==> config.mk <==
export PLATFORM = sky130hd
export DESIGN_NAME = reg_dump_reader
export DESIGN_NICKNAME = d
export VERILOG_FILES = /design/src/rtl/reg_dump_reader.sv
export SDC_FILE = /design/constraint.sdc
export NUM_CORES = 1
export LEC_CHECK = 0
export ABC_AREA = 1
export CORE_UTILIZATION = 46
export CTS_BUF_LIST = sky130_fd_sc_hd__clkbuf_8
export DETAILED_ROUTE_END_ITERATION = 12
export PLACE_DENSITY = 0.87
export SLEW_MARGIN = 40
export SYNTH_ARGS = -nofsm -noshare
export SYNTH_HDL_FRONTEND = slang
export SYNTH_SLANG_ARGS = --single-unit
==> constraint.sdc <==
create_clock -name clk -period 2 [get_ports clk]
set_clock_uncertainty 0.1 [all_clocks]
set_input_delay 0.4 -clock clk [delete_from_list [all_inputs] [get_ports clk]]
set_output_delay 0.4 -clock clk [all_outputs]
set_load 0.03 [all_outputs]
==> src/rtl/reg_dump_reader.sv <==
// reg_dump_reader: walks a register-file address range and streams each value over valid/ready
module reg_dump_reader #(
  parameter int ADDR_W = 5,
  parameter int DATA_W = 32
) (
  input  logic              clk,
  input  logic              rst_n,
  input  logic              iStart,
  input  logic [ADDR_W-1:0] iFirst,
  input  logic [ADDR_W-1:0] iLast,
  input  logic              iAbort,
  output logic              oBusy,
  output logic              oRdE,
  output logic [ADDR_W-1:0] oRdAddr,
  input  logic [DATA_W-1:0] iRdData,
  output logic              oValid,
  input  logic              iReady,
  output logic [DATA_W-1:0] oData,
  output logic [ADDR_W-1:0] oAddr,
  output logic              oLast,
  output logic              oDone
);
  typedef enum logic [1:0] {IDLE, READ, SEND, DONE} state_e;
  state_e            state_q, state_d;
  logic [ADDR_W-1:0] cur_q, cur_d, last_q, last_d, addr_q, addr_d;
  logic [DATA_W-1:0] data_q, data_d;
  logic              lst_q, lst_d;
  // state and datapath registers, cleared asynchronously
  always_ff @(posedge clk or negedge rst_n) begin
    if (!rst_n) begin
      state_q <= IDLE;
      cur_q   <= '0;
      last_q  <= '0;
      addr_q  <= '0;
      data_q  <= '0;
      lst_q   <= 1'b0;
    end else begin
      state_q <= state_d;
      cur_q   <= cur_d;
      last_q  <= last_d;
      addr_q  <= addr_d;
      data_q  <= data_d;
      lst_q   <= lst_d;
    end
  end
  // next state; read data is captured only in READ so an undriven bus is never sampled
  always_comb begin
    state_d = state_q;
    cur_d   = cur_q;
    last_d  = last_q;
    addr_d  = addr_q;
    data_d  = data_q;
    lst_d   = lst_q;
    case (state_q)
      IDLE: if (iStart) begin
        cur_d   = iFirst;
        last_d  = iLast;
        state_d = READ;
      end
      READ: if (iAbort) state_d = IDLE;
      else begin
        data_d  = iRdData;
        addr_d  = cur_q;
        lst_d   = cur_q == last_q;
        state_d = SEND;
      end
      SEND: if (iAbort) state_d = IDLE;
      else if (iReady) begin
        state_d = lst_q ? DONE : READ;
        cur_d   = lst_q ? cur_q : cur_q + ADDR_W'(1);
      end
      default: state_d = IDLE;
    endcase
  end
  // outputs decoded from the current state; read address always follows cur
  always_comb begin
    oBusy   = state_q != IDLE;
    oRdE    = state_q == READ;
    oValid  = state_q == SEND;
    oDone   = state_q == DONE;
    oRdAddr = cur_q;
    oData   = data_q;
    oAddr   = addr_q;
    oLast   = lst_q;
  end
endmodule
* Word-level counts from Yosys, hierarchy flattened *
Cells that the tools add are included.

cells by class
  mux-type cells = 11
  reduce and logical (&&, ||, !) cells = 7
  equal/unequal tests = 9
  $add $sub $neg = 1
  bitwise logic cells = 1

operators with widths
  operator               number
  $mux W5                4
  $mux W2                5
  $pmux W5 S2            1
  $ne A2 B2 Y1 const B   3
  $pmux W2 S3            1
  $reduce_and A2 Y1      3
  $add A5 B1 Y5 const B  1
  $eq A5 B5 Y1           1
  $reduce_and A5 Y1      1
  $eq A2 B2 Y1 const B   2
  $reduce_bool A2 Y1     2
  $ne A3 B2 Y1 const B   1
  $eq A2 B1 Y1 const B   1
  $logic_not A2 Y1       1
  $ne A2 B1 Y1 const B   1
  $not A1 Y1             1

storage, ports and cells
  bits in registers = 50
  output and inout port bits = 47

* Longest topological paths before layout *
Gate-level depths: netlist of run 1.

  word-level depth = 5
  mapped depth = 8
  mapped depth without buffers = 8

* Worst setup path after synthesis of run 1 *
No wires, ideal clock.

  kind = reg-to-reg
  from = register state_q[1]
  to = register addr_q[4], in the netlist oAddr[4]
  stages on the path, launching flop included = 6
  data required time = 1778 ps
  arrival time = 1439 ps
  path slack = 339 ps
  cell sequence = dfrtp_1 -> nor2_1 -> nand2_1 -> buf_2 -> nand2_1 -> o21ai_1

on the way
  word-level cells in the longest chain between the ends = 2

ends and longest elaborated chain
  item                                line  text
  start, declared                     24    state_e state_q, state_d;
  start signal, assigned              38    state_q <= state_d;
  $eq A2 B1 Y1                        -
  named net oRdE                      13    output logic oRdE,
  $reduce_and A2 Y1 (no source line)  -
  end signal, assigned                41    addr_q <= addr_d;
  end, declared                       25    logic [ADDR_W-1:0] cur_q, cur_d, last_q, last_d, addr_q, addr_d;

The timed path passes the listed nets, and every way through them passes these cells.
A chain may end at the register's enable or synchronous reset.

* Worst setup path after layout of run 1 *
  from = register cur_q[3], in the netlist oRdAddr[3]
  to = output port oRdAddr[3]

RTL lines
  item                    line  text
  start, declared         25
  start signal, assigned  39    cur_q <= cur_d;
  end, declared           14    output logic [ADDR_W-1:0] oRdAddr,

No word-level cell between the ends.

==> impl_metrics.csv, run 1 <==
group,metric,value,unit
run_status,outcome,"completed",
routing,drtAntennaViolNets,0,
routing,first_pass_iters,4,
worst_setup_path,cp_max_fo,7,
floorplan,initial_core_util,48.46,%
worst_setup_path,path_buf_inv,1,
yosys,synth.area.mux_share,0,%
sta,tightest_slew,0.3324,ns
global_routing,grt_use_total,21.26,%
global_routing,grt_first_pass_wirelength,8335,um
yosys,synthDominantCellAreaShare,58.89,%
yosys,syn_avg_cell_area,8.203,sq um
min_path,hp-class,"register to register",
sta,finalHoldViolations,0,
sta,timing.final.crit_share,96.94,%
cells_and_area,fillCellCount,327,
placed_design,hpwl,3752,um
power_and_ir_drop,p_sw_share,44.61,%
worst_setup_path,crit_type,"register to output port",
floorplan,ioPinCount,94,
floorplan,rows,24,
yosys,synth-edff-count,0,
cells_and_area,final_nets,408,
yosys,yosysTopAreaCell,"dfrtp_1",
routing,wl_met2,2578,um
worst_setup_path,crit_slowest_cell,"clkdlybuf4s50_1",
cells_and_area,drive_gt1_share,6.389,%
yosys,synth_area,2125,sq um
power_and_ir_drop,switchingPower,0.002352,W
sta,report.final.slew_viol_count,0,
worst_setup_path,required,1.50,ns
placed_design,place_congestion,0.8481,
global_routing,overflow,0,
routing,drt-total-wl,4876,um
worst_setup_path,startpoint_type,"register",
yosys,synth-xor-area-share,0.8245,%
yosys,ys_ff_latch,50,
power_and_ir_drop,clock_power_share,9.7,%
routing,vias_per_cell,4.801,
yosys,yosys-top-cells-count,"137 x nand2_1, 50 x dfrtp_1, 15 x inv_1, 14 x o21ai_0, 9 x buf_2",
floorplan,core-area,4384,sq um
sta,rsz0062_at_grt,"false",
global_routing,grt_pass1_vias,1961,
cells_and_area,syn_to_final_growth,53.42,%
sta,fin_crit,1.939,ns
sta,timing.slew.headroom,77.77,%
worst_setup_path,worst_path_largest_cell_delay,0.71,ns
yosys,synth_top_family_by_area,"simple AND/OR/NAND/NOR gates",
yosys,synth_cell_types,19,
cells_and_area,antenna_cells,0,
routing,vias,1978,
placed_design,place_area,3182,sq um
global_routing,grt_max_degree,44,
cells_and_area,final_util,74.34,%
clocking,cts_inserted_buffers,5,
clocking,cts.clk_slew.worst_paths,0.08,ns
yosys,synth-compound-area-share,4.711,%
routing,drtIter0Drc,75,
clocking,clkLatencyLatePin,0.28,ns
placed_design,io_buffer_count,93,
clocking,htreeDepth,2,
floorplan,die_w,69.96,um
power_and_ir_drop,seq_power_share,33.8,%
worst_setup_path,cp.arrival,1.44,ns
clocking,cts_setup_buffers,0,
clocking,cts_tree,"done",
yosys,syn_inst,259,
yosys,yosys_warnings,0,
worst_setup_path,path_delay_family,"buffers and inverters",
power_and_ir_drop,pwr-share-comb,56.5,%
yosys,yosysSeqAreaShare,58.89,%
floorplan,die_h,69.96,um
yosys,synth_simple_gate_area_share,29.86,%
sta,setup_viol,0,
power_and_ir_drop,p_leak,1.641,nW
floorplan,dieArea,4894,sq um
flow_run,max_cap_viol_count,0,
yosys,syn_nets,307,
clocking,cts_sinks,50,
yosys,synth-main-ff-cell,"dfrtp_1",
cells_and_area,final_area,3259,sq um
routing,drc,0,
power_and_ir_drop,cellPowerDensity,1618,nW/um^2
worst_setup_path,cp-end-kind,"output port",
sta,clock.fmax,0.5158,GHz
sta,tns,0,ns
global_routing,antenna_found_initial,0,
clocking,cts_root_buf,"clkbuf_8",
routing,wire_per_inst,11.83,um
routing,routed.top_layer,"met4",
power_and_ir_drop,peakVddDrop,0.0008948,V
yosys,synth_async_sr_flop_share,100.0,%
yosys,ys_top_cells_by_area,"dfrtp_1 59%, nand2_1 24%, o21ai_0 3.3%",
worst_setup_path,worstPathCellList,"clkdlybuf4s50_1",
clocking,cts_buffer_depth,2,
power_and_ir_drop,internal_power,0.002921,W
yosys,yosysMostFrequentCell,"nand2_1",
routing,wl_met1,2009,um
yosys,synthAdderAreaFrac,0.5889,%
routing,met3WireLength,249,um
==> logic make-up after synthesis <==
group / after synthesis
compound gates: 20
xor+xnor: 2
fa+ha+maj: 1
buf+inv: 26
flops: 50
simple gates: 160
==> cell type report <==
class                   instances  area (sq um)  share of cell area [%]
clock buffers                   5         68.82                   2.111
clock inverters                 2         7.507                  0.2303
inverters                      17         63.81                   1.958
multi-input cells             183         770.7                   23.65
flip-flops and latches         50          1251                   38.39
well taps                      52         65.06                   1.996
repair buffers                103          1032                   31.67
==> sequential cells by signal, indices dropped and copies added, names as in the netlist <==
signal,flops
oData,32
last_q,5
oRdAddr,5
oAddr,5
state_q,2
oLast,1
==> path summary, 6_finish.rpt <==
path,startpoint,end,slack [ns],cells past startpoint
max,oRdAddr[3],oRdAddr[3],0.06,1
min,oData[13],oData[13],0.38,2
max reg2reg,state_q[0],oRdAddr[3],0.45,9
min reg2reg,oData[13],oData[13],0.38,2
max in group asynchronous,rst_n,oData[8],0.85,3
min in group asynchronous,rst_n,oRdAddr[3],0.45,2
==> power by group through the flow <==
stage	sequential, W	clock, W	combinational [W]
after detailed placement	0.00179	0	0.00303
after global routing	0.00184	0.000579	0.00321
after floorplan	0.00256	0	0.000930
after global placement	0.00177	0	0.00297
after CTS	0.00178	0.000531	0.00301
final	0.00178	0.000514	0.00298
==> stage by stage <==
step                total power, W  cells  hold WS [ns]  setup slack [ns]
finish                    0.005273    412        0.3799           0.06125
global route              0.005631    412        0.4027          0.003703
CTS                       0.005326    412        0.3859           0.02861
detailed placement        0.004827    404        0.2029           0.07274
global placement          0.004744    404        0.2012            0.1185
floorplan                 0.003494    259      0.004409            0.3390
==> layer usage <==
metal  up-vias  global-route usage (%)
li1        993                       -
met1       923                   25.34
met2        60                   37.82
met3         2                   5.339
met4         0                   6.222
met5         -                       0
==> cell usage in the layout, fill, tap and decap left out, types with 2 or more instances in the layout <==
cell type / synthesis / final
nor2_1: 8 / 8
dlygate4sd2_1: 0 / 3
clkbuf_8: 0 / 5
buf_4: 0 / 6
inv_1: 15 / 17
a21oi_1: 4 / 4
o21ai_1: 2 / 2
o21ai_0: 14 / 14
inv_2: 2 / 2
buf_12: 0 / 3
nand2_2: 2 / 2
nand2_1: 137 / 137
nand3_1: 7 / 7
dfrtp_1: 50 / 50
clkdlybuf4s50_1: 0 / 88
nand4_1: 2 / 2
==> repair_timing <==
item,CTS,global route
hold buffers,1,0
endpoints found under the hold margin,11,0
gates cloned,0,0
pin swaps,0,0
resized for setup,4,2
endpoints found under the setup margin,4,1
(Power assumes the default switching activity.)
==> run 2: changes to the inputs <==
Settings changed: SKIP_CTS_REPAIR_TIMING from default to 1.
==> impl_metrics.csv, run 2 (synthesized netlist as in run 1, its figures left out) <==
group,metric,value,unit
routing,drtIter0Drc,86,
clocking,cts_buffer_depth,2,
routing,drt-total-wl,4905,um
routing,first_pass_iters,4,
cells_and_area,largest_reg_flops,32,
power_and_ir_drop,peakVddDrop,0.0008948,V
clocking,cts_sinks,50,
worst_setup_path,crit_type,"register to output port",
worst_setup_path,worstPathCellList,"clkdlybuf4s50_1",
clocking,cts_inserted_buffers,5,
routing,vias,1973,
floorplan,ioPinCount,94,
worst_setup_path,worst_path_largest_cell_delay,0.71,ns
clocking,htreeDepth,2,
clocking,cts.clk_slew.worst_paths,0.08,ns
sta,clock.fmax,0.5164,GHz
power_and_ir_drop,cellPowerDensity,1615,nW/um^2
global_routing,grt_first_pass_wirelength,8252,um
sta,finalHoldViolations,0,
global_routing,grt_max_degree,44,
placed_design,io_buffer_count,93,
cells_and_area,antenna_cells,0,
sta,worst_hold_slack,0.3801,ns
cells_and_area,layout_commonest_cell,"nand2_1",
worst_setup_path,rrSetupSlack,0.45,ns
min_path,holdPathEnd,"oData[13]",
sta,setup_viol,0,
worst_setup_path,crit_slowest_cell,"clkdlybuf4s50_1",
placed_design,dpl_worst_slack,0.07274,ns
run_status,outcome,"completed",
sta,fin_ws,0.06344,ns
floorplan,dieArea,4894,sq um
routing,drc,0,
floorplan,die_w,69.96,um
global_routing,grt_pass1_vias,1951,
cells_and_area,fillCellCount,324,
floorplan,die_h,69.96,um
worst_setup_path,rr_startpoint,"state_q[0]",
cells_and_area,syn_to_final_growth,54.30,%
worst_setup_path,cp.arrival,1.44,ns
sta,tightest_slew,0.3325,ns
routing,wire_per_inst,11.91,um
worst_setup_path,path_buf_inv,1,
global_routing,overflow,0,
global_routing,antenna_found_initial,0,
power_and_ir_drop,p_leak,1.688,nW
floorplan,core-area,4384,sq um
sta,timing.slew.headroom,77.77,%
routing,drtAntennaViolNets,0,
worst_setup_path,startpoint_type,"register",
placed_design,place_congestion,0.8481,
worst_setup_path,required,1.50,ns
min_path,hold_depth,2,
placed_design,hpwl,3752,um
floorplan,initial_core_util,48.46,%
sta,timing.final.crit_share,96.83,%
cells_and_area,drive_gt1_share,6.111,%
flow_run,max_cap_viol_count,0,
floorplan,rows,24,
min_path,holdCritStartpoint,"oData[13]",
worst_setup_path,r2r-end,"oRdAddr[3]",
min_path,hp-class,"register to register",
sta,fin_crit,1.937,ns
clocking,cts_tree,"done",
cells_and_area,final_nets,408,
worst_setup_path,path_delay_family,"buffers and inverters",
routing,vias_per_cell,4.789,
worst_setup_path,r2r_cells,9,
global_routing,grt_use_total,21.04,%
worst_setup_path,cp_max_fo,7,
sta,report.final.slew_viol_count,0,
clocking,cts_root_buf,"clkbuf_8",
worst_setup_path,cp-end-kind,"output port",
cells_and_area,layout_common_cells,"137 x nand2_1, 88 x clkdlybuf4s50_1, 50 x dfrtp_1, 17 x inv_1, 14 x o21ai_0",
sta,rsz0062_at_grt,"false",
clocking,clkLatencyLatePin,0.28,ns
[run 2: cell types whose count changed in the layout (fill, tap and decap cells not counted)]
cell / delta
dlymetal6s2s_1: +4
dlygate4sd2_1: -3
clkbuf_2: -1
[run 2: where the power goes]
part | leakage, nW | internal [W] | switching, W
clock network | 0.0466 | 0.000231 | 0.000282
logic | 1.02 | 0.00123 | 0.00177
registers | 0.621 | 0.00148 | 0.000300
[run 2: layer usage]
metal	up-vias	part of all wire (%)	GRT usage, %
li1	994	-	-
met2	65	53	37.29
met1	912	41	25.15
met5	-	0	0
met3	2	5.2	5.339
met4	0	0.77	6.222
[run 2: how the worst max path moves through the flow]
stage            endpoint       start  cells after the start  slack [ns]
4_1_cts            oValid  state_q[0]                      4       -0.25
6_report       oRdAddr[3]  oRdAddr[3]                      1        0.06
3_3_place_gp       oValid  state_q[0]                      4        0.12
5_1_grt        oRdAddr[3]  oRdAddr[3]                      1       0.004
3_5_place_dp       oValid  state_q[0]                      4        0.07
2_1_floorplan    oAddr[4]  state_q[1]                      5        0.34
[run 2: area by class of cell]
| cell class | count | area, sq um | share of cell area [%] |
|---|---|---|---|
| sequential | 50 | 1251 | 38.17 |
| multi-input combinational | 183 | 770.7 | 23.51 |
| inverter | 17 | 63.81 | 1.947 |
| tap | 52 | 65.06 | 1.985 |
| clock inverter | 2 | 7.507 | 0.2290 |
| clock buffer | 5 | 68.82 | 2.099 |
| timing repair buffer | 103 | 1051 | 32.06 |
[run 2: metrics by stage]
stage	std cells	utilization (%)	TNS (ns)	total power, W	instance area [sq um]
floorplan	259	-	0	0.003494	2125
global placement	404	72.57	0	0.004744	3182
detailed placement	404	72.57	0	0.004827	3182
CTS	411	74.32	-0.5760	0.005350	3258
global route	412	74.77	0	0.005651	3278
finish	412	74.77	0	0.005293	3278
==> run 3: changes to the inputs <==
Settings changed: CORE_MARGIN from default to 4.
==> impl_metrics.csv, run 3 (synthesized netlist as in run 1, its figures left out) <==
group,metric,value,unit
sta,fin_ws,0.04431,ns
worst_setup_path,cp-end-kind,"output port",
routing,vias,1991,
global_routing,antenna_found_initial,0,
placed_design,place_congestion,0.8194,
run_status,outcome,"complete, but fails checks",
sta,clock.fmax,0.5113,GHz
global_routing,overflow,0,
worst_setup_path,worst_path_largest_cell_delay,0.72,ns
worst_setup_path,rr_startpoint,"state_q[0]",
power_and_ir_drop,cellPowerDensity,1642,nW/um^2
worst_setup_path,r2r_cells,6,
placed_design,dpl_worst_slack,0.1770,ns
global_routing,grt_first_pass_wirelength,8976,um
worst_setup_path,crit_slowest_cell,"clkdlybuf4s50_1",
cells_and_area,drive_gt1_share,6.964,%
clocking,cts_inserted_buffers,5,
floorplan,rows,24,
cells_and_area,final_nets,407,
sta,report.final.slew_viol_count,0,
routing,first_pass_iters,4,
worst_setup_path,crit_cells,1,
floorplan,initial_core_util,48.13,%
floorplan,dieArea,5770,sq um
clocking,htreeDepth,2,
sta,timing.slew.headroom,65.30,%
routing,wire_per_inst,13.25,um
clocking,cts_buffer_depth,2,
sta,finalHoldViolations,22,
sta,tightest_slew,0.5205,ns
worst_setup_path,required,1.50,ns
clocking,cts.clk_slew.worst_paths,0.08,ns
worst_setup_path,r2r-end,"oData[27]",
worst_setup_path,worstPathCellList,"clkdlybuf4s50_1",
worst_setup_path,rrSetupSlack,0.47,ns
clocking,clkLatencyLatePin,0.30,ns
sta,timing.final.crit_share,97.78,%
sta,fin_crit,1.956,ns
placed_design,hpwl,4195,um
flow_run,max_cap_viol_count,0,
placed_design,io_buffer_count,93,
run_status,violations,"hold timing",
worst_setup_path,path_buf_inv,1,
global_routing,grt_max_degree,35,
min_path,hp-class,"input pin to async pin",
worst_setup_path,startpoint_type,"register",
sta,worst_hold_slack,-0.03067,ns
cells_and_area,largest_reg_flops,32,
floorplan,die_w,75.96,um
routing,vias_per_cell,4.844,
worst_setup_path,cp.arrival,1.46,ns
floorplan,core-area,4414,sq um
floorplan,ioPinCount,94,
power_and_ir_drop,peakVddDrop,0.0007259,V
global_routing,grt_pass1_vias,1900,
sta,setup_viol,0,
clocking,cts_sinks,50,
routing,drtAntennaViolNets,0,
cells_and_area,syn_to_final_growth,53.42,%
cells_and_area,antenna_cells,0,
worst_setup_path,crit_type,"register to output port",
routing,drt-total-wl,5447,um
sta,rsz0062_at_grt,"false",
routing,drc,0,
power_and_ir_drop,totalPowerFinal,0.005351,W
worst_setup_path,cp_max_fo,7,
routing,drtIter0Drc,119,
global_routing,grt_use_total,18.91,%
floorplan,die_h,75.96,um
cells_and_area,layout_common_cells,"137 x nand2_1, 87 x clkdlybuf4s50_1, 50 x dfrtp_1, 15 x inv_1, 14 x o21ai_0",
worst_setup_path,path_delay_family,"buffers and inverters",
clocking,cts_tree,"done",
cells_and_area,layout_commonest_cell,"nand2_1",
clocking,cts_root_buf,"clkbuf_8",
power_and_ir_drop,p_leak,1.672,nW
==> run 3: routing by layer <==
layer | GRT usage [%] | vias to the layer above | part of all wire (%)
met5 | 0 | - | 0
met4 | 6.228 | 0 | 1.2
met3 | 4.858 | 6 | 5.3
met2 | 32.19 | 61 | 51
met1 | 23.24 | 931 | 42
li1 | - | 993 | -
==> run 3: worst max-delay path by stage <==
stage	start	end	slack (ns)
after global routing	oRdAddr[3]	oRdAddr[3]	0.0001
final	oRdAddr[3]	oRdAddr[3]	0.04
after global placement	state_q[1]	oRdE	0.22
after CTS	state_q[1]	oRdE	-0.13
after floorplan	state_q[1]	oAddr[4]	0.34
after detailed placement	iAbort	oData[27]	0.18
==> run 3: area by class of cell <==
type,count,area (sq um)
fillers,337,1155
flip-flops and latches,50,1251
clock inverters,2,13.76
repair buffers,102,1026
clock buffers,5,68.82
multi-input cells,183,770.7
well taps,52,65.06
inverters,17,63.81
==> run 3: report_power, final <==
| part | internal, W | total, W | switching (W) | leakage (nW) |
|---|---|---|---|---|
| Combinational | 0.00121 | 0.00302 | 0.00181 | 1.01 |
| Clock | 0.000242 | 0.000564 | 0.000322 | 0.0444 |
| Sequential | 0.00148 | 0.00177 | 0.000290 | 0.621 |
==> run 3: per-stage QoR <==
step                      cells  setup TNS [ns]  hold WS, ns  cell area (sq um)  util (%)
final                       411               0     -0.03067               3259     73.84
after global routing        411               0    0.0006664               3259     73.84
after CTS                   411         -0.3454     -0.02646               3249     73.61
after detailed placement    404               0       0.3054               3167     71.74
after global placement      404               0       0.3024               3167     71.74
after floorplan             259               0     0.004409               2125         -
